==> src/rtl/wb_rr_pick.sv <==
// Combinational round-robin selector: the search starts one index past last_i
// and wraps, so the most recent owner has the lowest priority.
module wb_rr_pick #(
  parameter int N  = 2,
  parameter int IW = (N > 1) ? $clog2(N) : 1
) (
  input  logic [N-1:0]  req_i,
  input  logic [IW-1:0] last_i,
  output logic [N-1:0]  pick_o,
  output logic          valid_o
);

  logic [IW-1:0] idx;

  always_comb begin
    pick_o  = '0;
    valid_o = 1'b0;
    idx     = '0;
    for (int k = 1; k <= N; k++) begin
      idx = IW'((int'(last_i) + k) % N);
      if (!valid_o && req_i[idx]) begin
        pick_o[idx] = 1'b1;
        valid_o     = 1'b1;
      end
    end
  end

endmodule

==> src/rtl/wb_arbiter.sv <==
// N-master to single-slave Wishbone arbiter: round-robin grant, bus lock while
// the owner holds cyc, and a stall watchdog that answers a hung slave with err.
module wb_arbiter #(
  parameter int NUM_MASTERS    = 2,
  parameter int DATA_WIDTH     = 32,
  parameter int ADDR_WIDTH     = 32,
  parameter int SELECT_WIDTH   = DATA_WIDTH / 8,
  parameter int TIMEOUT_CYCLES = 255
) (
  input  logic                                 clk,
  input  logic                                 rst,
  input  logic [NUM_MASTERS*ADDR_WIDTH-1:0]    wbm_adr_i,
  input  logic [NUM_MASTERS*DATA_WIDTH-1:0]    wbm_dat_i,
  input  logic [NUM_MASTERS*SELECT_WIDTH-1:0]  wbm_sel_i,
  input  logic [NUM_MASTERS-1:0]               wbm_we_i,
  input  logic [NUM_MASTERS-1:0]               wbm_stb_i,
  input  logic [NUM_MASTERS-1:0]               wbm_cyc_i,
  output logic [NUM_MASTERS*DATA_WIDTH-1:0]    wbm_dat_o,
  output logic [NUM_MASTERS-1:0]               wbm_ack_o,
  output logic [NUM_MASTERS-1:0]               wbm_err_o,
  output logic [NUM_MASTERS-1:0]               wbm_rty_o,
  output logic [ADDR_WIDTH-1:0]                wbs_adr_o,
  output logic [DATA_WIDTH-1:0]                wbs_dat_o,
  output logic [SELECT_WIDTH-1:0]              wbs_sel_o,
  output logic                                 wbs_we_o,
  output logic                                 wbs_stb_o,
  output logic                                 wbs_cyc_o,
  input  logic [DATA_WIDTH-1:0]                wbs_dat_i,
  input  logic                                 wbs_ack_i,
  input  logic                                 wbs_err_i,
  input  logic                                 wbs_rty_i,
  output logic [NUM_MASTERS-1:0]               grant_o
);

  localparam int IW = (NUM_MASTERS > 1) ? $clog2(NUM_MASTERS) : 1;
  localparam int TW = $clog2(TIMEOUT_CYCLES + 1);
  localparam int CW = (TW < 8) ? 8 : ((TW > 16) ? 16 : TW);
  localparam logic [CW-1:0] T_TERM = CW'(TIMEOUT_CYCLES);
  localparam bit WD_EN = (TIMEOUT_CYCLES != 0);

  typedef enum logic {IDLE = 1'b0, GRANTED = 1'b1} state_e;

  state_e                 state_q, state_d;
  logic [NUM_MASTERS-1:0] grant_q, grant_d, pick;
  logic [IW-1:0]          last_q, last_d, gidx;
  logic [CW-1:0]          cnt_q, cnt_d;
  logic                   pick_vld, g_cyc, g_stb, resp, tmo_hit, tmo_err;

  wb_rr_pick #(.N(NUM_MASTERS), .IW(IW)) u_pick (
    .req_i   (wbm_cyc_i),
    .last_i  (last_q),
    .pick_o  (pick),
    .valid_o (pick_vld)
  );

  // grant_q is all-zero in IDLE, so these reductions also encode the state
  assign g_cyc   = |(grant_q & wbm_cyc_i);
  assign g_stb   = |(grant_q & wbm_cyc_i & wbm_stb_i);
  assign resp    = wbs_ack_i | wbs_err_i | wbs_rty_i;
  assign tmo_hit = WD_EN && g_stb && (cnt_q == T_TERM);
  assign tmo_err = tmo_hit && !resp;

  always_comb begin
    gidx = '0;
    for (int i = 0; i < NUM_MASTERS; i++)
      if (grant_q[i]) gidx = IW'(i);
  end

  always_comb begin
    state_d = state_q;
    grant_d = grant_q;
    last_d  = last_q;
    cnt_d   = '0;
    case (state_q)
      IDLE: begin
        if (pick_vld) begin
          state_d = GRANTED;
          grant_d = pick;
        end
      end
      GRANTED: begin
        if (WD_EN && g_stb && !resp && !tmo_hit) cnt_d = cnt_q + 1'b1;
        if (!g_cyc) begin
          state_d = IDLE;
          grant_d = '0;
          last_d  = gidx;
        end
      end
      default: state_d = IDLE;
    endcase
  end

  always_ff @(posedge clk) begin
    if (rst) begin
      state_q <= IDLE;
      grant_q <= '0;
      last_q  <= IW'(NUM_MASTERS - 1);
      cnt_q   <= '0;
    end else begin
      state_q <= state_d;
      grant_q <= grant_d;
      last_q  <= last_d;
      cnt_q   <= cnt_d;
    end
  end

  always_comb begin
    wbs_adr_o = '0;
    wbs_dat_o = '0;
    wbs_sel_o = '0;
    wbm_dat_o = '0;
    wbm_ack_o = '0;
    wbm_err_o = '0;
    wbm_rty_o = '0;
    for (int i = 0; i < NUM_MASTERS; i++) begin
      if (grant_q[i]) begin
        wbs_adr_o = wbm_adr_i[i*ADDR_WIDTH +: ADDR_WIDTH];
        wbs_dat_o = wbm_dat_i[i*DATA_WIDTH +: DATA_WIDTH];
        wbs_sel_o = wbm_sel_i[i*SELECT_WIDTH +: SELECT_WIDTH];
        wbm_dat_o[i*DATA_WIDTH +: DATA_WIDTH] = wbs_dat_i;
        wbm_ack_o[i] = wbs_ack_i;
        wbm_err_o[i] = wbs_err_i | tmo_err;
        wbm_rty_o[i] = wbs_rty_i;
      end
    end
  end

  // The terminal-count strobe is withdrawn even when a late ack arrives, so
  // wbs_stb_o never depends combinationally on the slave response.
  assign wbs_cyc_o = g_cyc;
  assign wbs_stb_o = g_stb & ~tmo_hit;
  assign wbs_we_o  = |(grant_q & wbm_we_i);
  assign grant_o   = grant_q;

endmodule

==> config.mk <==
export PLATFORM = sky130hd
export DESIGN_NAME = wb_arbiter
export DESIGN_NICKNAME = d
export VERILOG_FILES = /design/src/rtl/wb_rr_pick.sv /design/src/rtl/wb_arbiter.sv
export SDC_FILE = /design/constraint.sdc
export NUM_CORES = 1
export LEC_CHECK = 0
export ABC_AREA = 1
export BUFFER_PORTS_ARGS = -buffer_cell sky130_fd_sc_hd__clkbuf_2
export CORE_AREA = 8 8 120 122
export DETAILED_ROUTE_END_ITERATION = 7
export DIE_AREA = 0 0 128 130
export GPL_ROUTABILITY_DRIVEN = 0
export MAX_ROUTING_LAYER = met4
export PLACE_DENSITY = 0.59
export SYNTH_ARGS = -nofsm -noshare
export SYNTH_HDL_FRONTEND = slang
export SYNTH_HIERARCHICAL = 1
export SYNTH_SLANG_ARGS = --single-unit
==> constraint.sdc <==
create_clock -name clk -period 1.5 [get_ports clk]
set_clock_uncertainty 0.2 [all_clocks]
set_input_delay 0.15 -clock clk [delete_from_list [all_inputs] [get_ports clk]]
set_output_delay 0.15 -clock clk [all_outputs]
set_load 0.02 [all_outputs]
# ---- Word level (Yosys, flattened, before mapping)
# Cells that the tools add are included.
dict set report totals {
  mem_bits_ro 0
  wordCells 75
  output_inout_bits 143
  in_bits 179
  ramBits 0
  n_memories 0
  reg_bits 12
  latch_bits 0
}
dict set report op_classes {
  mul 0
  n_shift 0
  addsub 3
  n_eq_ne 3
  n_bitwise 12
  mux 33
  n_lt_le_gt_ge 4
  div 0
  n_reduce_logical 16
}
# operator n
set op_table {}
lappend op_table {{$mux W32} 6}
lappend op_table {{$mux W1} 17}
lappend op_table {{$add A8 B1 Y8 const B} 1}
lappend op_table {{$eq A8 B8 Y1 const B} 1}
lappend op_table {{$mux W2} 4}
lappend op_table {{$mux W4} 2}
lappend op_table {{$logic_and A1 B1 Y1} 7}
lappend op_table {{$and A2 B2 Y2} 3}
lappend op_table {{$reduce_or A2 Y1} 3}
lappend op_table {{$lt A1 B2 Y1 const B} 2}
lappend op_table {{$ne A2 B2 Y1 const B} 2}
lappend op_table {{$not A1 Y1} 4}
lappend op_table {{$pmux W2 S2} 1}
lappend op_table {{$reduce_and A2 Y1} 2}
lappend op_table {{$logic_not A1 Y1} 3}
lappend op_table {{$or A1 B1 Y1} 3}
lappend op_table {{$reduce_or A3 Y1} 1}
lappend op_table {{$add A1 B1 Y1 const B} 2}
lappend op_table {{$demux W1 S1} 2}
lappend op_table {{$ge A1 B1 Y1 const B} 2}
lappend op_table {{$or A2 B2 Y2} 1}
lappend op_table {{$pmux W1 S2} 1}
lappend op_table {{$and A1 B1 Y1} 1}

# ---- Longest topological paths before layout
dict set report depth {
  ltp_word 10
  mapped_depth 7
  depth_no_buf 7
}

# ---- Hierarchy
# Netlist, hierarchy kept.
# module seq_area_each_um2 area_each_um2 cells_per_inst instances
set by_module_without_submodules {}
lappend by_module_without_submodules {wb_arbiter 240.2 2135.8 456 1}
lappend by_module_without_submodules {wb_rr_pick 0.0 26.3 6 1}

# ---- Worst setup path after synthesis
# OpenSTA, ideal clock, no wires.
dict set report synth_timing {
  path_kind {flip-flop to output port}
  start {register cnt_q[0]}
  end {output wbm_err_o[0]}
  path_slack_ps -91
  t_required_ps 1150
  path_stages_with_launch 6
  n_path_buf 0
  t_arrival_ps 1241
  path_cell_list {dfxtp_1 -> ha_1 -> nand3_2 -> nor2_1 -> nand3_1 -> a21oi_1}
}
dict set report synth_between {
  elab_chain_len 5
}
# element line
set synth_lines {}
lappend synth_lines {{start: declaration} wb_arbiter.sv:46} ;# logic [CW-1:0] cnt_q, cnt_d;
lappend synth_lines {{start signal: assignment} wb_arbiter.sv:103} ;# cnt_q <= cnt_d;
lappend synth_lines {{$eq A8 B8 Y1} wb_arbiter.sv:60} ;# assign tmo_hit = WD_EN && g_stb && (cnt_q == T_TERM);
lappend synth_lines {{$logic_and A1 B1 Y1} wb_arbiter.sv:60}
lappend synth_lines {{$logic_and A1 B1 Y1} wb_arbiter.sv:61} ;# assign tmo_err = tmo_hit && !resp;
lappend synth_lines {{$or A1 B1 Y1} wb_arbiter.sv:122} ;# wbm_err_o[i] = wbs_err_i | tmo_err;
lappend synth_lines {{$mux W1} wb_arbiter.sv:116} ;# if (grant_q[i]) begin
lappend synth_lines {{end: declaration} wb_arbiter.sv:20} ;# output logic [NUM_MASTERS-1:0] wbm_err_o,
# No other way between the ends.

# ---- Worst setup path in the final report
dict set report layout_timing {
  start {register cnt_q[0]}
  end {output wbm_err_o[1]}
}
# Same word-level chain as after synthesis.

==> run summary <==
Crit-path max FO: 2
Die X: 128 um
Library cells used by synthesis: 21
First-pass GRT wire length: 21000 um
TNS Setup: -12820 ps
Syn Std Cell Area: 2160 um2
Number of synthesized register bits: 12
CTS tree: yes
Max cap viols: 0
Worst path required time: 1150 ps
Most common cell after layout, fill and taps aside: clkbuf_2
Worst Path Arrival: 1380 ps
Clock tree buffer depth: 2
Clock slew seen by the registers of the worst setup and hold paths: 50 ps
Post-Place Setup Slack: -22.2 ps
Fillers: 1097
Via-to-Cell Ratio: 4.51
# DRC: 0
Layout cells sized above 1: 76.1%
Startpoint types: register
Syn Area/Cell: 4.68 um2
Clk sinks: 12
Wl on met1: 7190 um
Sequential area share after synthesis: 11.1%
Final net count: 997
RSZ-0062 raised after global routing: yes
Power Dens Cells: 477 nW/um2
Die area: 16600 um2
Critical path endpoint category: output pin
Worst-skew pair later-pin latency: 240 ps
Leak: 4.04 nW
Port bufs: 321
Total gr overflow: 0
Routed length per placed instance: 20.0 um
Pre-Repair DR Iteration Count: 4
Root buf cell: clkbuf_16
Status: complete, but fails checks
CTS H-tree depth: 1
Critical path's top delay family: flip-flops
Post-Syn Instances: 462
Largest net degree at the start of global routing: 63
Row count: 41
Final hold violations: 0
CP cell instances: ha_4 -> nand3_4 -> nor2_4 -> nand3_2 -> a21oi_2 -> clkbuf_8
Worst vdd ir: 0.316 mV
Crit Path Class: reg2out
Post-DRT Antenna Nets: 0
Final cycle utilization of the critical path: 116%
Fmax achieved: 576 MHz
Worst path bufs/invs: 1
TritonCTS buffer count: 3
Met2 WL: 10100 um
Multi-input logic area: 2300 um2
Worst Hold Class: in2reg
Vias: 4454
Antenna cells: 0
1st-iter DRT viols: 164
Area delta synth->final: 219%
DIE HEIGHT: 130 um
Mapped Nets: 642
Vias in the first global route: 3992
Post-layout min period: 1730 ps
WL final: 19700 um
Max layer used: met4
Detailed Place HPWL: 12100 um
I/O pin count: 322
Fin. max-slew vios: 0
Slowest-stage cell, CP: dfxtp_2
Setup ws final: -235 ps
Antenna violations before repair: 0
Most frequent cells in the layout: clkbuf_2 (179), nand2_1 (118), buf_6 (88), inv_2 (69), nand2_2 (63)
Total track usage: 16.3%
Core ar.: 12400 um2
Failing checks: negative setup slack
Met3 routed WL: 1660 um
Final Setup Violations: 133
Final design utilization: 55.5%
Synth warnings: 6
Register area: 251 um2
Worst-Margin Slew: 299 ps
Worst path max stage delay: 350 ps
Initial Util: 17.4%
Max-slew headroom: 80.1%
==> routing by layer <==
layer | GRT usage [%] | vias to the layer above
met4 | 3.71 | 0
li1 | - | 2087
met2 | 28.3 | 287
met5 | - | -
met1 | 18.6 | 2030
met3 | 3.79 | 50
==> final timing paths <==
kind / from / endpoint / slack, ps / cells after the start
worst max-delay path: cnt_q[0]$_SDFF_PP0_ / wbm_err_o[1] / -230 / 6
worst max register to register: cnt_q[0]$_SDFF_PP0_ / cnt_q[6]$_SDFF_PP0_ / -50 / 8
worst min register to register: cnt_q[6]$_SDFF_PP0_ / cnt_q[6]$_SDFF_PP0_ / 310 / 2
worst min-delay path: wbm_cyc_i[0] / grant_o[1]$_SDFFE_PP0P_ / 100 / 4
==> area by class of cell <==
type,instances,share of cell area (%)
timing repair buffer,380,53.4
clock buffer,4,1.29
sequential,12,3.65
inverter,84,4.75
tap,172,3.12
timing repair inverter,2,0.472
multi-input combinational,334,33.3
==> sequential cells by signal, summed over array words and instances (netlist names) <==
| name | count |
|---|---|
| cnt_q | 8 |
| grant_o | 2 |
| last_q | 1 |
| state_q | 1 |
==> kinds of logic (layout without fill, tap and decap cells) <==
logic type	count (synthesis)	count (layout)	synth area share, %
and+or+nand+nor	320	320	62.0
buffers and inverters	116	470	22.0
DFF	12	12	11.1
AOI/OAI and AO/OA	8	8	2.26
xor gates and xnor gates	5	5	2.03
adders and majority gates	1	1	0.579
==> stage by stage <==
stage | hold slack, ps | instance area (um2) | std cells | total power, mW
CTS | 85.6 | 4810 | 951 | 2.48
finish | 102 | 6890 | 988 | 3.29
floorplan | 11.7 | 2180 | 462 | 1.05
global route | 127 | 6890 | 988 | 3.44
detailed placement | 179 | 4070 | 943 | 1.68
global placement | 178 | 4070 | 943 | 1.68
==> worst register-to-register path: stages, from the launching register on <==
cell     delay [ps]
dfxtp_2         350
ha_4            160
nand3_4          90
nor2_4          130
buf_4           110
inv_1            40
buf_4           120
nand3_2         170
nor2_1           60
==> what timing repair did <==
item,CTS,global route
buffers inserted,2,9
hold buffers,1,0
gates cloned,1,28
pin swaps,4,38
gates resized for setup,148,573
endpoints found under the setup margin,108,153
hold endpoints to repair,2,0
==> synth_stat cells <==
cell type / n / share of area [%]
a21oi_1: 5 / 1.2
a22o_1: 1 / 0.41
buf_2: 18 / 4.2
buf_4: 5 / 1.7
clkbuf_1: 9 / 1.6
dfxtp_1: 12 / 11
ha_1: 1 / 0.58
inv_1: 82 / 14
inv_2: 2 / 0.35
nand2_1: 228 / 40
nand3_1: 73 / 17
nand3_2: 4 / 1.9
nand3b_1: 1 / 0.35
nor2_1: 10 / 1.7
nor2_2: 1 / 0.29
nor2_4: 1 / 0.52
nor3_2: 1 / 0.46
o211ai_1: 2 / 0.69
or2_1: 1 / 0.29
xnor2_1: 3 / 1.2
xor2_1: 2 / 0.81
==> where the power goes <==
part | internal (mW) | switching, mW | total, mW
Sequential | 0.329 | 0.0165 | 0.346
Combinational | 1.15 | 1.23 | 2.38
Clock | 0.404 | 0.152 | 0.556
Power figures use the tool's default switching activity.
